`src/rtl/sram_rw_r_arbiter_if.sv`:
```
// Bus bundle between requesters A/B, the RW_R SRAM wrapper and the arbiter.
// The arbiter uses the slave view; the surrounding environment uses master.
interface sram_rw_r_arbiter_if #(
    parameter int BYTE_COUNT   = 4,
    parameter int ADDRESS_SIZE = 9
);
    localparam int WORD_SIZE = 8 * BYTE_COUNT;

    logic                    aRequest;
    logic                    aWriteEnable;
    logic [BYTE_COUNT-1:0]   aWriteMask;
    logic [ADDRESS_SIZE-1:0] aAddress;
    logic [WORD_SIZE-1:0]    aDataWrite;
    logic                    aReady;
    logic [WORD_SIZE-1:0]    aDataRead;

    logic                    bRequest;
    logic                    bWriteEnable;
    logic [BYTE_COUNT-1:0]   bWriteMask;
    logic [ADDRESS_SIZE-1:0] bAddress;
    logic [WORD_SIZE-1:0]    bDataWrite;
    logic                    bReady;
    logic [WORD_SIZE-1:0]    bDataRead;

    logic                    sramPrimarySelect;
    logic                    sramPrimaryWriteEnable;
    logic [BYTE_COUNT-1:0]   sramPrimaryWriteMask;
    logic [ADDRESS_SIZE-1:0] sramPrimaryAddress;
    logic [WORD_SIZE-1:0]    sramPrimaryDataWrite;
    logic [WORD_SIZE-1:0]    sramPrimaryDataRead;

    logic                    secondaryRequest;
    logic [ADDRESS_SIZE-1:0] secondaryAddress;
    logic [WORD_SIZE-1:0]    secondaryDataRead;
    logic                    secondaryReadValid;
    logic                    sramSecondarySelect;
    logic [ADDRESS_SIZE-1:0] sramSecondaryAddress;
    logic [WORD_SIZE-1:0]    sramSecondaryDataRead;

    modport slave (
        input  aRequest, aWriteEnable, aWriteMask, aAddress, aDataWrite,
        output aReady, aDataRead,
        input  bRequest, bWriteEnable, bWriteMask, bAddress, bDataWrite,
        output bReady, bDataRead,
        output sramPrimarySelect, sramPrimaryWriteEnable, sramPrimaryWriteMask,
        output sramPrimaryAddress, sramPrimaryDataWrite,
        input  sramPrimaryDataRead,
        input  secondaryRequest, secondaryAddress,
        output secondaryDataRead, secondaryReadValid,
        output sramSecondarySelect, sramSecondaryAddress,
        input  sramSecondaryDataRead
    );

    modport master (
        output aRequest, aWriteEnable, aWriteMask, aAddress, aDataWrite,
        input  aReady, aDataRead,
        output bRequest, bWriteEnable, bWriteMask, bAddress, bDataWrite,
        input  bReady, bDataRead,
        input  sramPrimarySelect, sramPrimaryWriteEnable, sramPrimaryWriteMask,
        input  sramPrimaryAddress, sramPrimaryDataWrite,
        output sramPrimaryDataRead,
        output secondaryRequest, secondaryAddress,
        input  secondaryDataRead, secondaryReadValid,
        input  sramSecondarySelect, sramSecondaryAddress,
        output sramSecondaryDataRead
    );
endinterface

```
`src/rtl/sram_rw_r_arbiter.sv`:
```
// Two-requester arbiter for the RW_R SRAM primary port plus secondary read passthrough.
// Define SRAM_ARBITER_ROUND_ROBIN_EN for round-robin contention; default is fixed A priority.
module sram_rw_r_arbiter #(
    parameter int BYTE_COUNT   = 4,
    parameter int ADDRESS_SIZE = 9
) (
    input  logic                  clk,
    input  logic                  rst,
    sram_rw_r_arbiter_if.slave    bus
);
    localparam int WORD_SIZE = 8 * BYTE_COUNT;

    typedef enum logic {S_IDLE, S_RESPOND} state_t;

    state_t r_state;
    logic   r_grantB;
    logic   r_aReady;
    logic   r_bReady;
    logic   r_secondaryReadValid;
`ifdef SRAM_ARBITER_ROUND_ROBIN_EN
    logic   r_lastGrantB;
`endif

    logic w_anyRequest;
    logic w_pickB;
    logic w_select;

    always_comb begin
        w_anyRequest = bus.aRequest | bus.bRequest;
        w_pickB      = bus.bRequest;
        if (bus.aRequest && bus.bRequest) begin
`ifdef SRAM_ARBITER_ROUND_ROBIN_EN
            w_pickB = ~r_lastGrantB;
`else
            w_pickB = 1'b0;
`endif
        end
    end

    // Strobe only from IDLE; gating with rst keeps the SRAM quiet while held in reset.
    assign w_select = (r_state == S_IDLE) && w_anyRequest && rst;

    always_comb begin
        bus.sramPrimarySelect      = w_select;
        bus.sramPrimaryWriteEnable = 1'b0;
        bus.sramPrimaryWriteMask   = '0;
        bus.sramPrimaryAddress     = '0;
        bus.sramPrimaryDataWrite   = '0;
        if (w_select) begin
            if (w_pickB) begin
                bus.sramPrimaryWriteEnable = bus.bWriteEnable;
                bus.sramPrimaryWriteMask   = bus.bWriteMask;
                bus.sramPrimaryAddress     = bus.bAddress;
                bus.sramPrimaryDataWrite   = bus.bDataWrite;
            end else begin
                bus.sramPrimaryWriteEnable = bus.aWriteEnable;
                bus.sramPrimaryWriteMask   = bus.aWriteMask;
                bus.sramPrimaryAddress     = bus.aAddress;
                bus.sramPrimaryDataWrite   = bus.aDataWrite;
            end
        end
    end

    always_ff @(posedge clk or negedge rst) begin
        if (!rst) begin
            r_state  <= S_IDLE;
            r_grantB <= 1'b0;
            r_aReady <= 1'b0;
            r_bReady <= 1'b0;
`ifdef SRAM_ARBITER_ROUND_ROBIN_EN
            r_lastGrantB <= 1'b0;
`endif
        end else begin
            case (r_state)
                S_IDLE: begin
                    if (w_anyRequest) begin
                        r_state  <= S_RESPOND;
                        r_grantB <= w_pickB;
                        r_aReady <= ~w_pickB;
                        r_bReady <= w_pickB;
`ifdef SRAM_ARBITER_ROUND_ROBIN_EN
                        r_lastGrantB <= w_pickB;
`endif
                    end
                end
                default: begin
                    // Access already committed; ready pulses regardless of request.
                    r_state  <= S_IDLE;
                    r_aReady <= 1'b0;
                    r_bReady <= 1'b0;
                end
            endcase
        end
    end

    assign bus.aReady    = r_aReady;
    assign bus.bReady    = r_bReady;
    assign bus.aDataRead = (r_aReady && !r_grantB) ? bus.sramPrimaryDataRead : {WORD_SIZE{1'b0}};
    assign bus.bDataRead = (r_bReady &&  r_grantB) ? bus.sramPrimaryDataRead : {WORD_SIZE{1'b0}};

    // Secondary read port runs independently of the primary FSM.
    always_ff @(posedge clk or negedge rst) begin
        if (!rst) r_secondaryReadValid <= 1'b0;
        else      r_secondaryReadValid <= bus.secondaryRequest;
    end

    assign bus.sramSecondarySelect  = bus.secondaryRequest;
    assign bus.sramSecondaryAddress = bus.secondaryAddress;
    assign bus.secondaryReadValid   = r_secondaryReadValid;
    assign bus.secondaryDataRead    = r_secondaryReadValid ? bus.sramSecondaryDataRead
                                                           : {WORD_SIZE{1'b0}};
endmodule

```
`src/flat_wrapper.sv`:
```
// flat-port wrapper written by rule: the top's interface ports become plain ports
module sram_rw_r_arbiter_flat 
#(
    parameter int BYTE_COUNT   = 4,
    parameter int ADDRESS_SIZE = 9
)
  (clk, rst, bus_aRequest, bus_aWriteEnable, bus_aWriteMask, bus_aAddress, bus_aDataWrite, bus_aReady, bus_aDataRead, bus_bRequest, bus_bWriteEnable, bus_bWriteMask, bus_bAddress, bus_bDataWrite, bus_bReady, bus_bDataRead, bus_sramPrimarySelect, bus_sramPrimaryWriteEnable, bus_sramPrimaryWriteMask, bus_sramPrimaryAddress, bus_sramPrimaryDataWrite, bus_sramPrimaryDataRead, bus_secondaryRequest, bus_secondaryAddress, bus_secondaryDataRead, bus_secondaryReadValid, bus_sramSecondarySelect, bus_sramSecondaryAddress, bus_sramSecondaryDataRead);
  sram_rw_r_arbiter_if #(.BYTE_COUNT(BYTE_COUNT), .ADDRESS_SIZE(ADDRESS_SIZE)) bus_i ();
  input  logic clk;
  input  logic rst;
  input wire logic [$bits(bus_i.aRequest)-1:0] bus_aRequest;
  input wire logic [$bits(bus_i.aWriteEnable)-1:0] bus_aWriteEnable;
  input wire logic [$bits(bus_i.aWriteMask)-1:0] bus_aWriteMask;
  input wire logic [$bits(bus_i.aAddress)-1:0] bus_aAddress;
  input wire logic [$bits(bus_i.aDataWrite)-1:0] bus_aDataWrite;
  output wire logic [$bits(bus_i.aReady)-1:0] bus_aReady;
  output wire logic [$bits(bus_i.aDataRead)-1:0] bus_aDataRead;
  input wire logic [$bits(bus_i.bRequest)-1:0] bus_bRequest;
  input wire logic [$bits(bus_i.bWriteEnable)-1:0] bus_bWriteEnable;
  input wire logic [$bits(bus_i.bWriteMask)-1:0] bus_bWriteMask;
  input wire logic [$bits(bus_i.bAddress)-1:0] bus_bAddress;
  input wire logic [$bits(bus_i.bDataWrite)-1:0] bus_bDataWrite;
  output wire logic [$bits(bus_i.bReady)-1:0] bus_bReady;
  output wire logic [$bits(bus_i.bDataRead)-1:0] bus_bDataRead;
  output wire logic [$bits(bus_i.sramPrimarySelect)-1:0] bus_sramPrimarySelect;
  output wire logic [$bits(bus_i.sramPrimaryWriteEnable)-1:0] bus_sramPrimaryWriteEnable;
  output wire logic [$bits(bus_i.sramPrimaryWriteMask)-1:0] bus_sramPrimaryWriteMask;
  output wire logic [$bits(bus_i.sramPrimaryAddress)-1:0] bus_sramPrimaryAddress;
  output wire logic [$bits(bus_i.sramPrimaryDataWrite)-1:0] bus_sramPrimaryDataWrite;
  input wire logic [$bits(bus_i.sramPrimaryDataRead)-1:0] bus_sramPrimaryDataRead;
  input wire logic [$bits(bus_i.secondaryRequest)-1:0] bus_secondaryRequest;
  input wire logic [$bits(bus_i.secondaryAddress)-1:0] bus_secondaryAddress;
  output wire logic [$bits(bus_i.secondaryDataRead)-1:0] bus_secondaryDataRead;
  output wire logic [$bits(bus_i.secondaryReadValid)-1:0] bus_secondaryReadValid;
  output wire logic [$bits(bus_i.sramSecondarySelect)-1:0] bus_sramSecondarySelect;
  output wire logic [$bits(bus_i.sramSecondaryAddress)-1:0] bus_sramSecondaryAddress;
  input wire logic [$bits(bus_i.sramSecondaryDataRead)-1:0] bus_sramSecondaryDataRead;
  assign bus_i.aRequest = bus_aRequest;
  assign bus_i.aWriteEnable = bus_aWriteEnable;
  assign bus_i.aWriteMask = bus_aWriteMask;
  assign bus_i.aAddress = bus_aAddress;
  assign bus_i.aDataWrite = bus_aDataWrite;
  assign bus_aReady = bus_i.aReady;
  assign bus_aDataRead = bus_i.aDataRead;
  assign bus_i.bRequest = bus_bRequest;
  assign bus_i.bWriteEnable = bus_bWriteEnable;
  assign bus_i.bWriteMask = bus_bWriteMask;
  assign bus_i.bAddress = bus_bAddress;
  assign bus_i.bDataWrite = bus_bDataWrite;
  assign bus_bReady = bus_i.bReady;
  assign bus_bDataRead = bus_i.bDataRead;
  assign bus_sramPrimarySelect = bus_i.sramPrimarySelect;
  assign bus_sramPrimaryWriteEnable = bus_i.sramPrimaryWriteEnable;
  assign bus_sramPrimaryWriteMask = bus_i.sramPrimaryWriteMask;
  assign bus_sramPrimaryAddress = bus_i.sramPrimaryAddress;
  assign bus_sramPrimaryDataWrite = bus_i.sramPrimaryDataWrite;
  assign bus_i.sramPrimaryDataRead = bus_sramPrimaryDataRead;
  assign bus_i.secondaryRequest = bus_secondaryRequest;
  assign bus_i.secondaryAddress = bus_secondaryAddress;
  assign bus_secondaryDataRead = bus_i.secondaryDataRead;
  assign bus_secondaryReadValid = bus_i.secondaryReadValid;
  assign bus_sramSecondarySelect = bus_i.sramSecondarySelect;
  assign bus_sramSecondaryAddress = bus_i.sramSecondaryAddress;
  assign bus_i.sramSecondaryDataRead = bus_sramSecondaryDataRead;
  sram_rw_r_arbiter #(.BYTE_COUNT(BYTE_COUNT), .ADDRESS_SIZE(ADDRESS_SIZE)) u_core (.clk(clk), .rst(rst), .bus(bus_i));
endmodule
```
`config.mk`:
```
export PLATFORM = sky130hd
export DESIGN_NAME = sram_rw_r_arbiter_flat
export DESIGN_NICKNAME = d
export VERILOG_FILES = /design/src/rtl/sram_rw_r_arbiter_if.sv /design/src/rtl/sram_rw_r_arbiter.sv /design/src/flat_wrapper.sv
export SDC_FILE = /design/constraint.sdc
export NUM_CORES = 1
export LEC_CHECK = 0
export BUFFER_PORTS_ARGS = -buffer_cell sky130_fd_sc_hd__buf_2
export CORE_AREA = 2 2 126 128
export CTS_CLUSTER_DIAMETER = 50
export CTS_CLUSTER_SIZE = 30
export DETAILED_ROUTE_END_ITERATION = 8
export DIE_AREA = 0 0 128 130
export SLEW_MARGIN = 20
export SYNTH_ARGS = -nofsm -noshare
export SYNTH_HDL_FRONTEND = slang
export SYNTH_SLANG_ARGS = --single-unit
export TNS_END_PERCENT = 30
```
`constraint.sdc`:
```
create_clock -name clk -period 1.4 [get_ports clk]
set_input_delay 0.07 -clock clk [delete_from_list [all_inputs] [get_ports clk]]
set_output_delay 0.07 -clock clk [all_outputs]
set_load 0.01 [all_outputs]
```
==> reports/qor.yml <==
cts:
  path_clk_slew_ns: 0.03
  cts_tree: "done"
  cts_made_buffers: 3
  cts_buffer_depth: 2
  cts_sinks: 5
  clock_latency_ns: 0.23
  h-tree-depth: 1
  ctsRootBufferMaster: "clkbuf_16"
detailed_routing:
  wl_mm: 9.78
  drc: 0
  ant_nets: 0
  post_drt_wl_per_cell_um: 12.8
  vias: 3060
  firstDrtPassIters: 4
  drt_iter0_markers: 83
  via_per_inst: 4.00
worst_hold_path:
  hold_class: "in2out"
critical_path:
  worst_ep_arrival_time_ns: 1.30
  required_ns: 1.33
  startpoint_type: "flip-flop"
  cp_max_fo: 47
  crit_path_end_kind: "output pin"
  crit_type: "reg2out"
  r2r_slack_ns: 0.50
floorplan:
  die_area_um2: 16600
  core_um2: 15400
  io_pins: 326
  die_y_um: 130
  die_x_um: 128
  placement_rows: 46
  initial_utilization_pct: 11.9
yosys:
  synth_top_family_by_area: "simple AND/OR/NAND/NOR gates"
  synth_cell_type_count: 20
  syn_area_um2: 1840
  synth_nets: 464
  synthMuxAreaShare_pct: 0
  synth_simple_gate_area_share_pct: 64.3
  synth-seq-cells: 5
  yosysWarnings: 0
  synth_fa_ha_area_share_pct: 0
  syn_inst: 294
  synth.avg_cell_area_um2: 6.25
  synth-xor-area-share_pct: 0
  synth_compound_area_share_pct: 14.1
  seq_area_frac_synth_pct: 6.81
timing:
  fin_crit_ns: 1.37
  final_max_slew_viol_count: 0
  fin_setup_tns_ns: 0
  max_freq_ghz: 0.729
  rsz0062_at_grt: "true"
  clock_skew_ns: 0.000485
  finalCritPeriodShare_pct: 97.9
  setup_viol: 0
  worst_slew_pin_slew_ns: 0.278
  hold_violations: 0
  slew_headroom_pct: 81.5
pwr:
  pwr-share-seq_pct: 10.0
  power.total_mw: 1.72
  p_sw_mw: 0.662
  p_leak_nw: 2.19
  p_comb_share_pct: 62.7
  clockPowerShare_pct: 27.3
  power_density_nw_per_um2: 479
  p_int_mw: 1.06
  p_sw_share_pct: 38.5
  vdd_drop_max_uv: 380
grt:
  grt_pass1_wl_mm: 13.2
  overflow: 0
  antenna_found_initial: 3
  grt_pass1_vias: 2585
  grt_max_degree: 51
  gr-usage-all-layers_pct: 10.0
placed_design:
  placed_area_um2: 3470
  dp_hpwl_mm: 8.16
  port_buffers: 307
  gp_congestion: 0.787
finish:
  syn_to_final_growth_pct: 95.2
  fill_cells: 1739
  final_nets: 743
  multi_input_area_um2: 1460
  fin_area_um2: 3590
  layout-drive-gt1-share_pct: 58.6
  regArea_um2: 125
outcome:
  outcome: "finished, final reports clean"
flow_run:
  drv_cap: 0
per-layer routing:
layer	share of wire [%]	vias to the layer above	track usage, %
li1	-	1526	-
met3	9.7	8	2.54
met5	0.13	-	0
met2	48	189	17.6
met4	0.84	2	2.59
met1	41	1335	12.2
area by class of cell:
cell class / instances / area share [%]
well taps: 192 / 6.69
inverters: 1 / 0.105
multi-input cells: 245 / 40.7
flip-flops and latches: 5 / 3.49
clock buffers: 4 / 2.20
repair buffers: 317 / 46.8
diodes: 1 / 0.0697
cells in the mapped netlist, drive strengths merged:
master | n | area [µm²]
a21oi | 47 | 250
and2 | 64 | 408
and3 | 32 | 200
buf | 28 | 213
clkbuf | 15 | 56.3
dfrtp | 5 | 125
inv | 1 | 3.75
nand2 | 46 | 173
nand2b | 2 | 20.0
nand3b | 46 | 345
nor2 | 4 | 15.0
nor2b | 2 | 15.0
nor3 | 1 | 5.00
o22a | 1 | 8.76
layout by cell type, fill, tap and decap left out, types with 2 or more instances in the layout:
| cell | n |
|---|---|
| and2_1 | 58 |
| buf_4 | 3 |
| buf_12 | 5 |
| nand3b_1 | 46 |
| and2_2 | 6 |
| a21oi_1 | 38 |
| buf_2 | 307 |
| and3_1 | 32 |
| dlygate4sd3_1 | 2 |
| nor2_1 | 4 |
| a21oi_2 | 9 |
| nand2_1 | 46 |
| dfrtp_1 | 5 |
| clkbuf_16 | 3 |
per-stage QoR:
step | std cells | hold WS, ns | utilization [%] | setup WS (ns)
finish | 765 | 0.140 | 23.3 | 0.0291
detailed placement | 758 | -0.0869 | 22.5 | 0.259
global placement | 758 | -0.0902 | 22.5 | 0.246
CTS | 764 | 0.140 | 23.1 | 0.0158
floorplan | 294 | -0.226 | - | 0.313
global route | 765 | 0.140 | 23.3 | -0.0310
path summary, 6_finish.rpt:
path | depth (start not counted) | to | start
min in group asynchronous | 2 | u_core.r_grantB$_DFFE_PN0P_ | rst
max in group asynchronous | 2 | u_core.bus.secondaryReadValid$_DFF_PN0_ | rst
max reg2reg | 2 | u_core.r_grantB$_DFFE_PN0P_ | u_core.r_grantB$_DFFE_PN0P_
min reg2reg | 1 | u_core.bus.aReady$_DFFE_PN0P_ | u_core.r_state$_DFF_PN0_
min | 0 | bus_sramSecondaryAddress[0] | bus_secondaryAddress[0]
max | 4 | bus_sramPrimaryWriteMask[2] | u_core.r_state$_DFF_PN0_
repair_timing:
item,4_1_cts,5_1_grt
endpoints found under the hold margin,6,0
buffers inserted,0,0
hold buffers,2,0
setup endpoints to repair,0,25
resized for setup,0,5
kinds of logic (layout without fill, tap and decap cells):
kind of cell / Yosys count / count (layout)
AND/OR/NAND/NOR: 197 / 197
AO/OA/AOI/OAI: 48 / 48
buffers and inverters: 44 / 322
flip-flops: 5 / 5
other: 0 / 1
sequential cells by signal, indices dropped and copies added, names as in the netlist:
name,cells
u_core.bus.secondaryReadValid,1
u_core.r_state,1
u_core.bus.aReady,1
u_core.bus.bReady,1
u_core.r_grantB,1
power groups by stage:
| stage | clock (mW) | combinational (mW) | sequential, mW |
|---|---|---|---|
| 6_report | 0.469 | 1.08 | 0.172 |
| 3_5_place_dp | 0 | 1.08 | 0.174 |
| 3_3_place_gp | 0 | 1.07 | 0.173 |
| 5_1_grt | 0.491 | 1.19 | 0.174 |
| 2_1_floorplan | 0 | 0.562 | 0.182 |
| 4_1_cts | 0.476 | 1.08 | 0.173 |
worst max-delay path, cell delays in order, from the launching register on:
cell,delay [ns]
dfrtp_1,0.41
nand2b_4,0.17
buf_12,0.18
a21oi_1,0.14
buf_2,0.15
No activity file was read; power rests on OpenSTA's default activity.
